[src/rtl/vfpu_op_issue_if.sv]
// Bus bundle between the VFPU issue stage and its environment.
// slave  : the issue stage itself (takes operand triples and DUT results,
//          drives the op port, the scoreboard port and the error flags).
// master : whoever drives operands and DUT results into the issue stage.
interface vfpu_op_issue_if;
    // upstream operand triple handshake
    logic        in_vld;
    logic        in_rdy;
    logic [31:0] in_a;
    logic [31:0] in_b;
    logic [31:0] in_c;
    // issue strobe to the DUT wrapper (no backpressure)
    logic        op_vld;
    logic [31:0] operand_a;
    logic [31:0] operand_b;
    logic [31:0] operand_c;
    // result strobe from the DUT wrapper
    logic        res_rdy;
    logic [31:0] res;
    // completed operation to the scoreboard
    logic        sb_vld;
    logic [31:0] sb_a;
    logic [31:0] sb_b;
    logic [31:0] sb_c;
    logic [31:0] sb_res;
    // sticky error flags
    logic        err_unexp;
    logic        err_tmo;

    modport slave (
        input  in_vld, in_a, in_b, in_c, res_rdy, res,
        output in_rdy, op_vld, operand_a, operand_b, operand_c,
               sb_vld, sb_a, sb_b, sb_c, sb_res, err_unexp, err_tmo
    );

    modport master (
        output in_vld, in_a, in_b, in_c, res_rdy, res,
        input  in_rdy, op_vld, operand_a, operand_b, operand_c,
               sb_vld, sb_a, sb_b, sb_c, sb_res, err_unexp, err_tmo
    );
endinterface

[src/rtl/vfpu_op_issue.sv]
// VFPU issue stage: accepts operand triples, issues them to the DUT wrapper,
// remembers them in an order FIFO and pairs each returned result with the
// operands that produced it for the scoreboard. Flags unexpected and overdue
// results and then locks up in ERR until reset.
// Optional feature: define VFPU_ISSUE_STATS_EN to add the issue_cnt/cmpl_cnt
// statistics outputs.
module vfpu_op_issue #(
    parameter int MAX_OUT = 8,   // in-flight limit and FIFO depth, power of two
    parameter int TIMEOUT = 64   // max cycles without a pop while ops outstanding
) (
    input  logic              clk,
    input  logic              rst,
    vfpu_op_issue_if.slave    bus
`ifdef VFPU_ISSUE_STATS_EN
    ,
    output logic [31:0]       issue_cnt,
    output logic [31:0]       cmpl_cnt
`endif
);

    localparam int CNT_W = $clog2(MAX_OUT + 1);
    localparam int PTR_W = $clog2(MAX_OUT);
    localparam int AGE_W = $clog2(TIMEOUT + 1);
    localparam logic [CNT_W-1:0] CNT_MAX = CNT_W'(MAX_OUT);
    localparam logic [CNT_W-1:0] CNT_ONE = CNT_W'(1);
    localparam logic [AGE_W-1:0] AGE_MAX = AGE_W'(TIMEOUT);
    localparam logic [AGE_W-1:0] AGE_ONE = AGE_W'(1);
    localparam logic [PTR_W-1:0] PTR_ONE = PTR_W'(1);

    typedef enum logic [1:0] {
        IDLE = 2'd0,
        BUSY = 2'd1,
        FULL = 2'd2,
        ERR  = 2'd3
    } state_t;

    state_t            state_q, state_d;
    logic [CNT_W-1:0]  out_cnt_q, out_cnt_d;
    logic [AGE_W-1:0]  age_q, age_d;
    logic [PTR_W-1:0]  wr_ptr_q, rd_ptr_q;

    // order FIFO entry = {a, b, c}
    logic [95:0]       fifo_mem [MAX_OUT];

    logic              op_vld_q;
    logic [31:0]       operand_a_q, operand_b_q, operand_c_q;
    logic              sb_vld_q;
    logic [31:0]       sb_a_q, sb_b_q, sb_c_q, sb_res_q;
    logic              err_unexp_q, err_tmo_q;

    logic              in_err;
    logic              accept;
    logic              pop;
    logic              unexp;
    logic              tmo;

    assign in_err = (state_q == ERR);

    // Ready depends only on registered state (and reset), so a pop while
    // FULL only reopens the input on the following cycle.
    assign bus.in_rdy = !rst && !in_err && (out_cnt_q < CNT_MAX);

    assign accept = bus.in_vld && bus.in_rdy;
    assign pop    = !in_err && bus.res_rdy && (out_cnt_q != '0);
    assign unexp  = !in_err && bus.res_rdy && (out_cnt_q == '0);

    // Occupancy and age bookkeeping. Age is evaluated against the
    // post-update occupancy so that it counts every cycle an op has been
    // visible as outstanding, starting with the cycle after its accept.
    always_comb begin
        out_cnt_d = out_cnt_q;
        age_d     = age_q;
        unique case ({accept, pop})
            2'b10:   out_cnt_d = out_cnt_q + CNT_ONE;
            2'b01:   out_cnt_d = out_cnt_q - CNT_ONE;
            default: out_cnt_d = out_cnt_q;
        endcase
        if (!in_err) begin
            if (pop || (out_cnt_d == '0)) begin
                age_d = '0;
            end else if (age_q != AGE_MAX) begin
                age_d = age_q + AGE_ONE;
            end
        end
        tmo = !in_err && (age_d == AGE_MAX);
    end

    // Next-state: ERR is absorbing; otherwise state tracks next occupancy.
    always_comb begin
        state_d = state_q;
        if (in_err || unexp || tmo) begin
            state_d = ERR;
        end else if (out_cnt_d == '0) begin
            state_d = IDLE;
        end else if (out_cnt_d == CNT_MAX) begin
            state_d = FULL;
        end else begin
            state_d = BUSY;
        end
    end

    // Order FIFO storage: written in the handshake cycle, no reset needed.
    always_ff @(posedge clk) begin
        if (accept) begin
            fifo_mem[wr_ptr_q] <= {bus.in_a, bus.in_b, bus.in_c};
        end
    end

    // Control state, issue port, scoreboard port (registered FIFO read) and
    // sticky error flags.
    always_ff @(posedge clk) begin
        if (rst) begin
            state_q     <= IDLE;
            out_cnt_q   <= '0;
            age_q       <= '0;
            wr_ptr_q    <= '0;
            rd_ptr_q    <= '0;
            op_vld_q    <= 1'b0;
            operand_a_q <= '0;
            operand_b_q <= '0;
            operand_c_q <= '0;
            sb_vld_q    <= 1'b0;
            sb_a_q      <= '0;
            sb_b_q      <= '0;
            sb_c_q      <= '0;
            sb_res_q    <= '0;
            err_unexp_q <= 1'b0;
            err_tmo_q   <= 1'b0;
        end else begin
            state_q   <= state_d;
            out_cnt_q <= out_cnt_d;
            age_q     <= age_d;
            op_vld_q  <= accept;
            sb_vld_q  <= pop;
            if (accept) begin
                operand_a_q <= bus.in_a;
                operand_b_q <= bus.in_b;
                operand_c_q <= bus.in_c;
                wr_ptr_q    <= wr_ptr_q + PTR_ONE;
            end
            if (pop) begin
                sb_a_q   <= fifo_mem[rd_ptr_q][95:64];
                sb_b_q   <= fifo_mem[rd_ptr_q][63:32];
                sb_c_q   <= fifo_mem[rd_ptr_q][31:0];
                sb_res_q <= bus.res;
                rd_ptr_q <= rd_ptr_q + PTR_ONE;
            end
            if (unexp) begin
                err_unexp_q <= 1'b1;
            end
            if (tmo) begin
                err_tmo_q <= 1'b1;
            end
        end
    end

`ifdef VFPU_ISSUE_STATS_EN
    logic [31:0] issue_cnt_q, cmpl_cnt_q;

    // Statistics counters move with the op_vld / sb_vld strobes they count.
    always_ff @(posedge clk) begin
        if (rst) begin
            issue_cnt_q <= '0;
            cmpl_cnt_q  <= '0;
        end else begin
            if (accept) begin
                issue_cnt_q <= issue_cnt_q + 32'd1;
            end
            if (pop) begin
                cmpl_cnt_q <= cmpl_cnt_q + 32'd1;
            end
        end
    end

    assign issue_cnt = issue_cnt_q;
    assign cmpl_cnt  = cmpl_cnt_q;
`endif

    assign bus.op_vld    = op_vld_q;
    assign bus.operand_a = operand_a_q;
    assign bus.operand_b = operand_b_q;
    assign bus.operand_c = operand_c_q;
    assign bus.sb_vld    = sb_vld_q;
    assign bus.sb_a      = sb_a_q;
    assign bus.sb_b      = sb_b_q;
    assign bus.sb_c      = sb_c_q;
    assign bus.sb_res    = sb_res_q;
    assign bus.err_unexp = err_unexp_q;
    assign bus.err_tmo   = err_tmo_q;

endmodule

[src/flat_wrapper.sv]
// flat-port wrapper written by rule: the top's interface ports become plain ports
module vfpu_op_issue_flat 
#(
    parameter int MAX_OUT = 8,                                                  
    parameter int TIMEOUT = 64                                                    
)
  (clk, rst, bus_in_vld, bus_in_a, bus_in_b, bus_in_c, bus_res_rdy, bus_res, bus_in_rdy, bus_op_vld, bus_operand_a, bus_operand_b, bus_operand_c, bus_sb_vld, bus_sb_a, bus_sb_b, bus_sb_c, bus_sb_res, bus_err_unexp, bus_err_tmo);
  vfpu_op_issue_if bus_i ();
  input  logic clk;
  input  logic rst;
  input wire logic [$bits(bus_i.in_vld)-1:0] bus_in_vld;
  input wire logic [$bits(bus_i.in_a)-1:0] bus_in_a;
  input wire logic [$bits(bus_i.in_b)-1:0] bus_in_b;
  input wire logic [$bits(bus_i.in_c)-1:0] bus_in_c;
  input wire logic [$bits(bus_i.res_rdy)-1:0] bus_res_rdy;
  input wire logic [$bits(bus_i.res)-1:0] bus_res;
  output wire logic [$bits(bus_i.in_rdy)-1:0] bus_in_rdy;
  output wire logic [$bits(bus_i.op_vld)-1:0] bus_op_vld;
  output wire logic [$bits(bus_i.operand_a)-1:0] bus_operand_a;
  output wire logic [$bits(bus_i.operand_b)-1:0] bus_operand_b;
  output wire logic [$bits(bus_i.operand_c)-1:0] bus_operand_c;
  output wire logic [$bits(bus_i.sb_vld)-1:0] bus_sb_vld;
  output wire logic [$bits(bus_i.sb_a)-1:0] bus_sb_a;
  output wire logic [$bits(bus_i.sb_b)-1:0] bus_sb_b;
  output wire logic [$bits(bus_i.sb_c)-1:0] bus_sb_c;
  output wire logic [$bits(bus_i.sb_res)-1:0] bus_sb_res;
  output wire logic [$bits(bus_i.err_unexp)-1:0] bus_err_unexp;
  output wire logic [$bits(bus_i.err_tmo)-1:0] bus_err_tmo;
  assign bus_i.in_vld = bus_in_vld;
  assign bus_i.in_a = bus_in_a;
  assign bus_i.in_b = bus_in_b;
  assign bus_i.in_c = bus_in_c;
  assign bus_i.res_rdy = bus_res_rdy;
  assign bus_i.res = bus_res;
  assign bus_in_rdy = bus_i.in_rdy;
  assign bus_op_vld = bus_i.op_vld;
  assign bus_operand_a = bus_i.operand_a;
  assign bus_operand_b = bus_i.operand_b;
  assign bus_operand_c = bus_i.operand_c;
  assign bus_sb_vld = bus_i.sb_vld;
  assign bus_sb_a = bus_i.sb_a;
  assign bus_sb_b = bus_i.sb_b;
  assign bus_sb_c = bus_i.sb_c;
  assign bus_sb_res = bus_i.sb_res;
  assign bus_err_unexp = bus_i.err_unexp;
  assign bus_err_tmo = bus_i.err_tmo;
  vfpu_op_issue #(.MAX_OUT(MAX_OUT), .TIMEOUT(TIMEOUT)) u_core (.clk(clk), .rst(rst), .bus(bus_i));
endmodule
[config.mk]
export PLATFORM = sky130hd
export DESIGN_NAME = vfpu_op_issue_flat
export DESIGN_NICKNAME = d
export VERILOG_FILES = /design/src/rtl/vfpu_op_issue_if.sv /design/src/rtl/vfpu_op_issue.sv /design/src/flat_wrapper.sv
export SDC_FILE = /design/constraint.sdc
export NUM_CORES = 1
export LEC_CHECK = 0
export BUFFER_PORTS_ARGS = -buffer_cell sky130_fd_sc_hd__buf_2
export CORE_AREA = 5 5 295 297
export DETAILED_ROUTE_END_ITERATION = 10
export DIE_AREA = 0 0 300 302
export GPL_ROUTABILITY_DRIVEN = 0
export PLACE_DENSITY_LB_ADDON = 0.25
export SLEW_MARGIN = 20
export SYNTH_ARGS = -nofsm -noshare
export SYNTH_HDL_FRONTEND = slang
export SYNTH_SLANG_ARGS = --single-unit
[constraint.sdc]
create_clock -name clk -period 31.5 [get_ports clk]
set_clock_uncertainty 0.05 [all_clocks]
set_input_delay 0 -clock clk [delete_from_list [all_inputs] [get_ports clk]]
set_output_delay 0 -clock clk [all_outputs]
set_load 0.01 [all_outputs]
== After elaboration in Yosys (flattened, before gate mapping) ==
Memories as Yosys holds them, arrays and structs flattened. A register that Yosys moved wholly into a read port is not among the register bits.
Cells that the tools add are included.
Storage, ports and cells
  bits in registers: 151
  bits in latches: 0
  bits in writable memories: 768
  ROM bits: 0
  input bits: 132
  output and inout port bits: 229
  word-level logic and storage cells: 50
  memories: 1
Memories
  u_core.fifo_mem: depth 8, bits a word 96, read ports 1, clocked after Yosys merged registers in 1, wr ports 1, RTL line vfpu_op_issue.sv:43  | logic [95:0] fifo_mem [MAX_OUT];
Cells by class
  add/subtract/negate cells: 5
  multiply operators: 0
  div/mod/pow operators: 0
  magnitude comparators: 1
  equality and inequality tests: 6
  shift operators: 0
  muxes and demuxes: 9
  bitwise operators: 0
  reduce and logical (&&, ||, !) cells: 15
Operators by type and width (number)
  $mux W7: 3
  $logic_not A4 Y1: 2
  $pmux W4 S2: 1
  $add A7 B1 Y7 const B: 1
  $eq A7 B7 Y1 const B: 1
  $logic_and A1 B1 Y1: 7
  $ne A7 B7 Y1 const B: 1
  $add A3 B1 Y3 const B: 2
  $mux W2: 3
  $add A4 B1 Y4 const B: 1
  $eq A2 B2 Y1 const B: 2
  $eq A4 B4 Y1 const B: 1
  $lt A4 B4 Y1 const B: 1
  $reduce_bool A4 Y1: 1
  $sub A4 B1 Y4 const B: 1
  $logic_or A1 B1 Y1: 3
  $eq A2 B1 Y1 const B: 1
  $logic_not A1 Y1: 2
  $mux W1: 2

== Depth between registers and ports, before layout ==
Gate-level depths: netlist of the first run.
  depth in word-level cells: 15
  depth in mapped cells: 15
  mapped depth without buffers: 11

== Worst setup path after synthesis of the first run ==
No wires, ideal clock.
  path type: reg-to-reg
  start point: register u_core.out_cnt_q[3]
  end point: memory u_core.fifo_mem[0][0] (enable)
  setup time: 786 ps
  arrival: 10406 ps
  data required time: 30664 ps
  slack: 20258 ps
  stages on the path, launching flop included: 6
  buffers on the path: 1
  clock period less this slack: 11242 ps
  path through: dfxtp_1 a211oi_1 and2_1 inv_1 clkbuf_1 nor4_1
On the way
  word-level cells in the longest chain between the ends: 5
Ends and longest elaborated chain
  start: declaration: RTL line vfpu_op_issue.sv:38  | logic [CNT_W-1:0] out_cnt_q, out_cnt_d;
  start signal: assignment: RTL line vfpu_op_issue.sv:131  | out_cnt_q <= out_cnt_d;
  $lt A4 B4 Y1: RTL line vfpu_op_issue.sv:61  | assign bus.in_rdy = !rst && !in_err && (out_cnt_q < CNT_MAX);
  $logic_and A1 B1 Y1: RTL line vfpu_op_issue.sv:61
  net bus_in_rdy: RTL line flat_wrapper.sv:17  | output wire logic [$bits(bus_i.in_rdy)-1:0] bus_in_rdy;
  $logic_and A1 B1 Y1: RTL line vfpu_op_issue.sv:63  | assign accept = bus.in_vld && bus.in_rdy;
  $mux W1: RTL line vfpu_op_issue.sv:104  | if (accept) begin
  $mux W1 (implied by the code): RTL line vfpu_op_issue.sv:105  | fifo_mem[wr_ptr_q] <= {bus.in_a, bus.in_b, bus.in_c};
  end: declaration: RTL line vfpu_op_issue.sv:43
The timed path passes the listed nets, and every way through them passes these cells.

== Worst setup path after layout of the first run ==
  start point: register u_core.out_cnt_q[3]
  end point: memory u_core.fifo_mem[1][26] (enable)
On the way
  word-level cells in the longest chain between the ends: 5
Ends and longest elaborated chain (RTL line)
  $lt A4 B4 Y1: vfpu_op_issue.sv:61
  $logic_and A1 B1 Y1: vfpu_op_issue.sv:61
  $logic_and A1 B1 Y1: vfpu_op_issue.sv:63
  $mux W1: vfpu_op_issue.sv:104
  $mux W1 (implied by the code): vfpu_op_issue.sv:105
Every way passes these cells.

==> results of run 1 <==
[critical path, cell delays in order (launching register included)]
cell	delay (ns)
dfxtp_1	0.36
a211oi_1	0.43
and2_4	0.60
inv_4	0.38
nor3_2	0.25
buf_4	0.65
buf_4	0.86
[stage by stage]
| stage | std cells | total power [mW] | setup WS (ns) |
|---|---|---|---|
| 2_1_floorplan | 2160 | 2.17 | 20.26 |
| 3_3_place_gp | 3499 | 2.42 | 27.51 |
| 3_5_place_dp | 3499 | 2.43 | 27.38 |
| 4_1_cts | 3828 | 3.71 | 27.35 |
| 5_1_grt | 3830 | 3.84 | 27.16 |
| 6_report | 3833 | 3.66 | 27.43 |
[cells in the final DEF (no fill, tap or decap), types with 14 or more instances in the layout]
master,instances
dlygate4sd3_1,139
a211oi_1,98
mux2i_1,98
bufinv_16,14
mux4_2,192
nand2_1,274
buf_4,25
a21oi_1,139
clkbuf_1,19
dfxtp_1,244
buf_2,359
clkbuf_16,107
clkinv_2,17
nor2_1,114
edfxtp_1,768
[state kept, by name (all words and copies together), names as in the netlist, 32 cells and up]
| name | count |
|---|---|
| u_core.bus.operand_a | 32 |
| u_core.fifo_mem | 768 |
| u_core.bus.sb_res | 32 |
| u_core.bus.sb_c | 32 |
| u_core.bus.operand_c | 32 |
| u_core.bus.operand_b | 32 |
| u_core.bus.sb_a | 32 |
| u_core.bus.sb_b | 32 |
[how the worst max path moves through the flow]
stage | from | endpoint | slack (ns) | cells past startpoint
after floorplan | u_core.out_cnt_q[3]$_SDFF_PP0_ | u_core.fifo_mem[0][0]$_DFFE_PP_ | 20.26 | 5
after global placement | u_core.out_cnt_q[3]$_SDFF_PP0_ | u_core.fifo_mem[1][26]$_DFFE_PP_ | 27.51 | 6
after detailed placement | u_core.out_cnt_q[3]$_SDFF_PP0_ | u_core.fifo_mem[1][26]$_DFFE_PP_ | 27.38 | 6
after CTS | u_core.out_cnt_q[3]$_SDFF_PP0_ | u_core.fifo_mem[1][16]$_DFFE_PP_ | 27.35 | 6
after global routing | u_core.out_cnt_q[3]$_SDFF_PP0_ | u_core.fifo_mem[1][25]$_DFFE_PP_ | 27.16 | 6
final | u_core.out_cnt_q[3]$_SDFF_PP0_ | u_core.fifo_mem[1][26]$_DFFE_PP_ | 27.43 | 6
[per-layer routing]
metal	routed length, um	share of wire [%]	GRT usage, %	vias to the layer above
li1	-	-	-	9392
met2	43600	51	33.1	567
met4	1590	1.8	5.05	0
met5	0	0	0	-
met3	4770	5.5	3.29	97
met1	36000	42	24.7	10600
[cell usage after synthesis (2+ instances only)]
cell type	number	area share, %
o21ai_0	3	0.040
nand2_1	274	2.7
mux2i_1	98	2.6
a211oi_2	2	0.067
ha_1	6	0.20
mux4_2	192	12
nand4_1	3	0.050
nand2b_1	7	0.12
dfxtp_1	247	13
nor2b_1	3	0.050
buf_1	12	0.12
nand4b_1	4	0.094
inv_1	4	0.040
xor2_1	3	0.070
a21oi_1	139	1.9
and2_1	5	0.084
nor2_1	117	1.2
xnor2_1	4	0.094
a211oi_1	98	2.0
a31oi_1	5	0.084
buf_2	17	0.23
nand3_1	6	0.080
and3_1	3	0.050
edfxtp_1	768	62
clkbuf_1	108	1.1
nor3_1	8	0.11
[area by class of cell]
cell class	count	area [um2]	area share, %
diodes	3	7.51	0.0165
clock buffers	137	2890	6.36
clock inverters	53	667	1.47
inverters	5	28.8	0.0634
multi-input cells	1002	8920	19.7
flip-flops and latches	1015	28000	61.7
well taps	1090	1360	3.01
repair buffers	528	3490	7.68
[power by group through the flow]
stage	combinational, mW	sequential [mW]	clock [mW]
after floorplan	0.481	1.69	0
after global placement	0.740	1.68	0
after detailed placement	0.752	1.68	0
after CTS	0.770	1.65	1.28
after global routing	0.837	1.66	1.34
final	0.760	1.65	1.25
[timing repair]
item	CTS	global route
hold endpoints to repair	937	0
hold buffers	139	0
buffers inserted	0	0
resized for setup	0	0
[logic make-up (layout without fill, tap and decap cells)]
kind of cell | after synthesis | in the layout | synth area share (%)
xor+xnor | 7 | 7 | 0.164
simple gates | 441 | 441 | 4.84
compound gates | 257 | 257 | 4.27
other cells | 0 | 3 | 0
buf+inv | 143 | 723 | 1.51
mux | 291 | 291 | 14.2
flops | 1015 | 1015 | 74.8
fa+ha+maj | 6 | 6 | 0.201
==> qor.csv, run 1 <==
metric,value,unit
status,"complete, no violations",
Pleak,15.3,nW
hold path cells,4,
Logic pwr share,20.8,%
crit path time final,4.07,ns
effective utilization at floorplan,44.4,%
CP endpoint kind,register,
core box area,84300,um2
die height,302,um
clock network fraction of design power,34.2,%
Yosys reg bits,1015,
Worst EP arrival,4.28,ns
CTS sink count,1015,
"EDFF count, synth",768,
Critical Path RT,31.71,ns
"Endpoint, Worst Hold",u_core.bus.sb_res[22]$_SDFFE_PP0P_,
register area share after synthesis,74.8,%
first-pass detailed-route iteration total,5,
Pint,2.66,mW
worst hold path type,in -> reg,
port buffer count,360,
number of distinct library cells after synthesis,50,
Setup TNS Final,0,ns
R2R Path Start,u_core.out_cnt_q[3]$_SDFF_PP0_,
ys async rst share,0,%
final setup violation count,0,
hold_sp,bus_res[22],
Mean Syn Cell Area,17.3,um2
DRC,0,
"critical path fanouts, max",52,
top_reg_cell synth,edfxtp_1,
CTS Buf Count,101,
Seq pwr share,45.0,%
DP Wirelength,48600,um
r2r endpoint,u_core.fifo_mem[1][26]$_DFFE_PP_,
CTS tree,built,
CP Class,reg -> reg,
Iter 0 DRT Violations,1451,
fmax,246,MHz
io pins,361,
# nets final,2791,
Slew Limit Headroom,33.5,%
RSZ-0062 raised after global routing,false,
Fill cells,6614,
"Core Util, Final",53.8,%
"Design Area, Final",45400,um2
worst skew pair latency,0.66,ns
root buffer cell,clkbuf_16,
NetSw,1.00,mW
Setup crit start kind,register,
largest net degree at the start of global routing,174,
Worst Tran Pin Value,0.998,ns
syn nets,2298,
period utilization,12.9,%
first-pass GRT wire length,131000,um
Vias,20700,
Max Cap Viol,0,
final wirelength,86000,um
die width,300,um
Final Hold Fails,0,
Peak VDD IR,40.5,uV
GRT Total Usage,18.9,%
row cnt,107,
FF-to-FF path depth,6,
vias in the first global route,21700,
worst hold slack,0.0887,ns
Die ar.,90600,um2
R2R Setup Slk,27.43,ns
"Cell Area, Synth",37400,um2
Yosys warnings,0,
Final Max Slew Viols,0,
P per Cell Area,80.7,nW/um2
dpl cell area,40400,um2
Layout area overhead,21.2,%
Detail Route Antenna Nets,0,
Max Root-Sink Buffers,3,
synthesized instance count,2160,
switch share,27.4,%
WL/cell,22.4,um
Vias/cell,5.39,
H-tree levels,3,
"CTS clk-pin slew, worst paths",0.06,ns
initial antenna violation count,3,
global route total overflow,0,
share of cells above drive strength 1,28.0,%
Note: power is estimated with default switching activity, not from simulation.
==> run 2, diff against run 1 <==
ABC_AREA = 1   (was unset)
CORE_AREA = 5 5 299 301   (was 5 5 295 297)
DIE_AREA = 0 0 304 306   (was 0 0 300 302)
clock period = 3.6 ns   (was 31.5 ns; I/O delays follow)
==> run 2 against run 1 <==
Count of clock-buffer cells in the layout rose by 11. Sequential cell count is the same. Cell count increased by 23%.
==> qor.csv, run 2 <==
metric,value,unit,change
status,"complete, no violations",,
worst skew pair latency,0.65,ns,about the same
number of distinct library cells after synthesis,35,,-30%
first-pass GRT wire length,145000,um,+11%
RSZ-0062 raised after global routing,false,,
Slew Limit Headroom,25.1,%,-8.4 points
H-tree levels,3,,unchanged
io pins,361,,unchanged
first-pass detailed-route iteration total,5,,unchanged
XOR/XNOR Fraction of Synth Area,0.136,%,-0.027 points
synthesized instance count,3022,,+40%
CP Class,reg -> reg,,
initial antenna violation count,1,,-2
CTS tree,built,,
DRC,0,,unchanged
register area share after synthesis,72.7,%,-2.1 points
die height,306,um,+1.3%
die width,304,um,+1.3%
Yosys reg bits,1015,,unchanged
syn nets,3160,,+38%
Worst EP arrival,3.37,ns,-0.91 ns
Vias,24700,,+20%
"critical path fanouts, max",42,,-19%
fmax,347,MHz,+41%
"area leader, netlist",edfxtp_1,,
Max Cap Viol,0,,unchanged
R2R Setup Slk,0.72,ns,-26.71 ns
Mean Syn Cell Area,12.7,um2,-26%
mux contribution to synthesized area,4.99,%,-9.2 points
main area contributors after synthesis,"edfxtp_1, dfxtp_1, o21ai_0",,
core box area,86300,um2,+2.4%
most frequent cells in the layout,"edfxtp_1, o21ai_0, a21oi_1, buf_2, dfxtp_1",,
Iter 0 DRT Violations,1799,,+24%
DP Wirelength,50800,um,+4.6%
CP endpoint kind,register,,
Pleak,16.8,nW,+9.8%
Detail Route Antenna Nets,0,,unchanged
global route total overflow,0,,unchanged
Die ar.,93000,um2,+2.7%
root buffer cell,clkbuf_16,,
"non-filler cells, final",4716,,+23%
placed insts,4388,,+25%
Worst Tran Pin Value,1.12,ns,+0.125 ns
compound-gate portion of the synthesized area,13.9,%,+9.6 points
period utilization,80.0,%,+67 points
Layout area overhead,20.7,%,
"EDFF count, synth",768,,unchanged
crit path time final,2.88,ns,-1.19 ns
total power,33.5,mW,+810%
Setup crit start kind,register,,
largest family of logic cells by synthesized area,compound AO/OA/AOI/OAI gates,,
"Core Util, Final",53.8,%,about the same
"most common cell after layout, fill and taps aside",edfxtp_1,,
top_reg_cell synth,edfxtp_1,,
GRT Total Usage,19.8,%,+0.90 points
Vias/cell,5.24,,-2.8%
CTS sink count,1015,,unchanged
"Most flops, register",u_core.fifo_mem,,
P per Cell Area,720,nW/um2,+790%
largest net degree at the start of global routing,229,,+32%
"Cell Area, Synth",38500,um2,+2.9%
vias in the first global route,24200,,+11%
CTS Buf Count,104,,+3.0%
Post-Synth Simple-Gate Area,3.85,%,-0.99 points
worst hold path type,in -> reg,,
worst hold slack,0.0956,ns,+0.00691 ns
Peak VDD IR,658,uV,+1500%
share of cells above drive strength 1,16.9,%,-11 points
Max Root-Sink Buffers,3,,unchanged
max FFs per register,768,,unchanged
top cell type's share of synthesized area,59.9,%,-1.7 points
Final Max Slew Viols,0,,unchanged
Yosys warnings,0,,unchanged
# nets final,3608,,+29%
"CTS clk-pin slew, worst paths",0.06,ns,about the same
ys async rst share,0,%,unchanged
leading cell types by count after synthesis,"edfxtp_1, o21ai_0, a21oi_1, dfxtp_1, nand2_1",,
Critical Path RT,4.09,ns,-27.62 ns
post-synthesis adder-cell area fraction,0.195,%,-0.0056 points
final wirelength,95000,um,+10%
row cnt,108,,+0.93%
effective utilization at floorplan,44.6,%,+0.22 points
Antenna diodes,0,,-3
final setup violation count,0,,unchanged
port buffer count,360,,unchanged
Final Hold Fails,0,,unchanged
WL/cell,20.1,um,-10%
most common cell in the synthesized netlist,edfxtp_1,,
-- run 2: what timing repair did --
action                                  4_1_cts  5_1_grt
buffers inserted                              0        0
endpoints found under the setup margin        0        0
endpoints found under the hold margin       901        0
hold buffers                                131        0
resized for setup                             0        0
-- run 2: worst paths after layout --
kind / startpoint / cells after the start / endpoint
setup / recovery: u_core.out_cnt_q[0]$_SDFF_PP0_ / 17 / u_core.state_q[0]$_SDFF_PP0_
setup reg to reg: u_core.out_cnt_q[0]$_SDFF_PP0_ / 17 / u_core.state_q[0]$_SDFF_PP0_
hold / removal: bus_res[25] / 4 / u_core.bus.sb_res[25]$_SDFFE_PP0P_
hold reg to reg: u_core.bus.operand_c[15]$_SDFFE_PP0P_ / 2 / u_core.bus.operand_c[15]$_SDFFE_PP0P_
-- run 2: power breakdown --
| group | switching (mW) | internal (mW) | leakage, nW |
|---|---|---|---|
| clock network | 4.43 | 6.25 | 1.67 |
| registers | 0.664 | 13.7 | 8.96 |
| logic | 5.39 | 3.03 | 6.12 |
| total | 10.5 | 23.0 | 16.8 |
-- run 2: worst max-delay path: stages (launching register included) --
cell     delay (ns)
dfxtp_1        0.37
nor2_2         0.17
nand2_4        0.09
nand2_4        0.39
inv_8          0.05
ha_1           0.37
o21ai_0        0.28
nand2_1        0.14
nor2_4         0.17
nand3_4        0.13
nand2_1        0.08
nand2_1        0.09
nand3_1        0.10
inv_2          0.04
nand3_2        0.07
nand3_1        0.08
nand2_1        0.06
inv_1          0.05
-- run 2: layout make-up --
cell class                 instances  area [um2]
fill                            7151       39900
sequential                      1015       28000
multi-input combinational       1580        8960
timing repair buffer             544        3780
clock buffer                     148        2920
tap                             1155        1450
inverter                         225         862
clock inverter                    49         490
-- run 2: logic make-up (layout without fill, tap and decap cells) --
| family | Yosys count | count (layout) |
|---|---|---|
| AO/OA/AOI/OAI | 1017 | 1017 |
| XOR/XNOR | 6 | 6 |
| adder cells (fa/ha/maj) | 6 | 6 |
| buffers and inverters | 427 | 966 |
| flip-flops | 1015 | 1015 |
| multiplexers | 192 | 192 |
| AND/OR/NAND/NOR | 359 | 359 |
-- run 2: stage by stage --
stage / setup WS (ns) / setup TNS, ns / instance area, um2
3_5_place_dp: 0.754 / 0 / 41700
5_1_grt: 0.414 / 0 / 46500
6_report: 0.719 / 0 / 46500
3_3_place_gp: 0.829 / 0 / 41700
4_1_cts: 0.726 / 0 / 46500
2_1_floorplan: -0.347 / -198.09 / 38600
-- run 2: per-layer routing --
metal  vias up  part of all wire (%)  GRT usage [%]
li1      11800                     -              -
met1     12100                    45           27.1
met2       639                    48           33.0
met3       102                   5.8           3.61
met4         0                   1.9           5.01
met5         -                     0              0
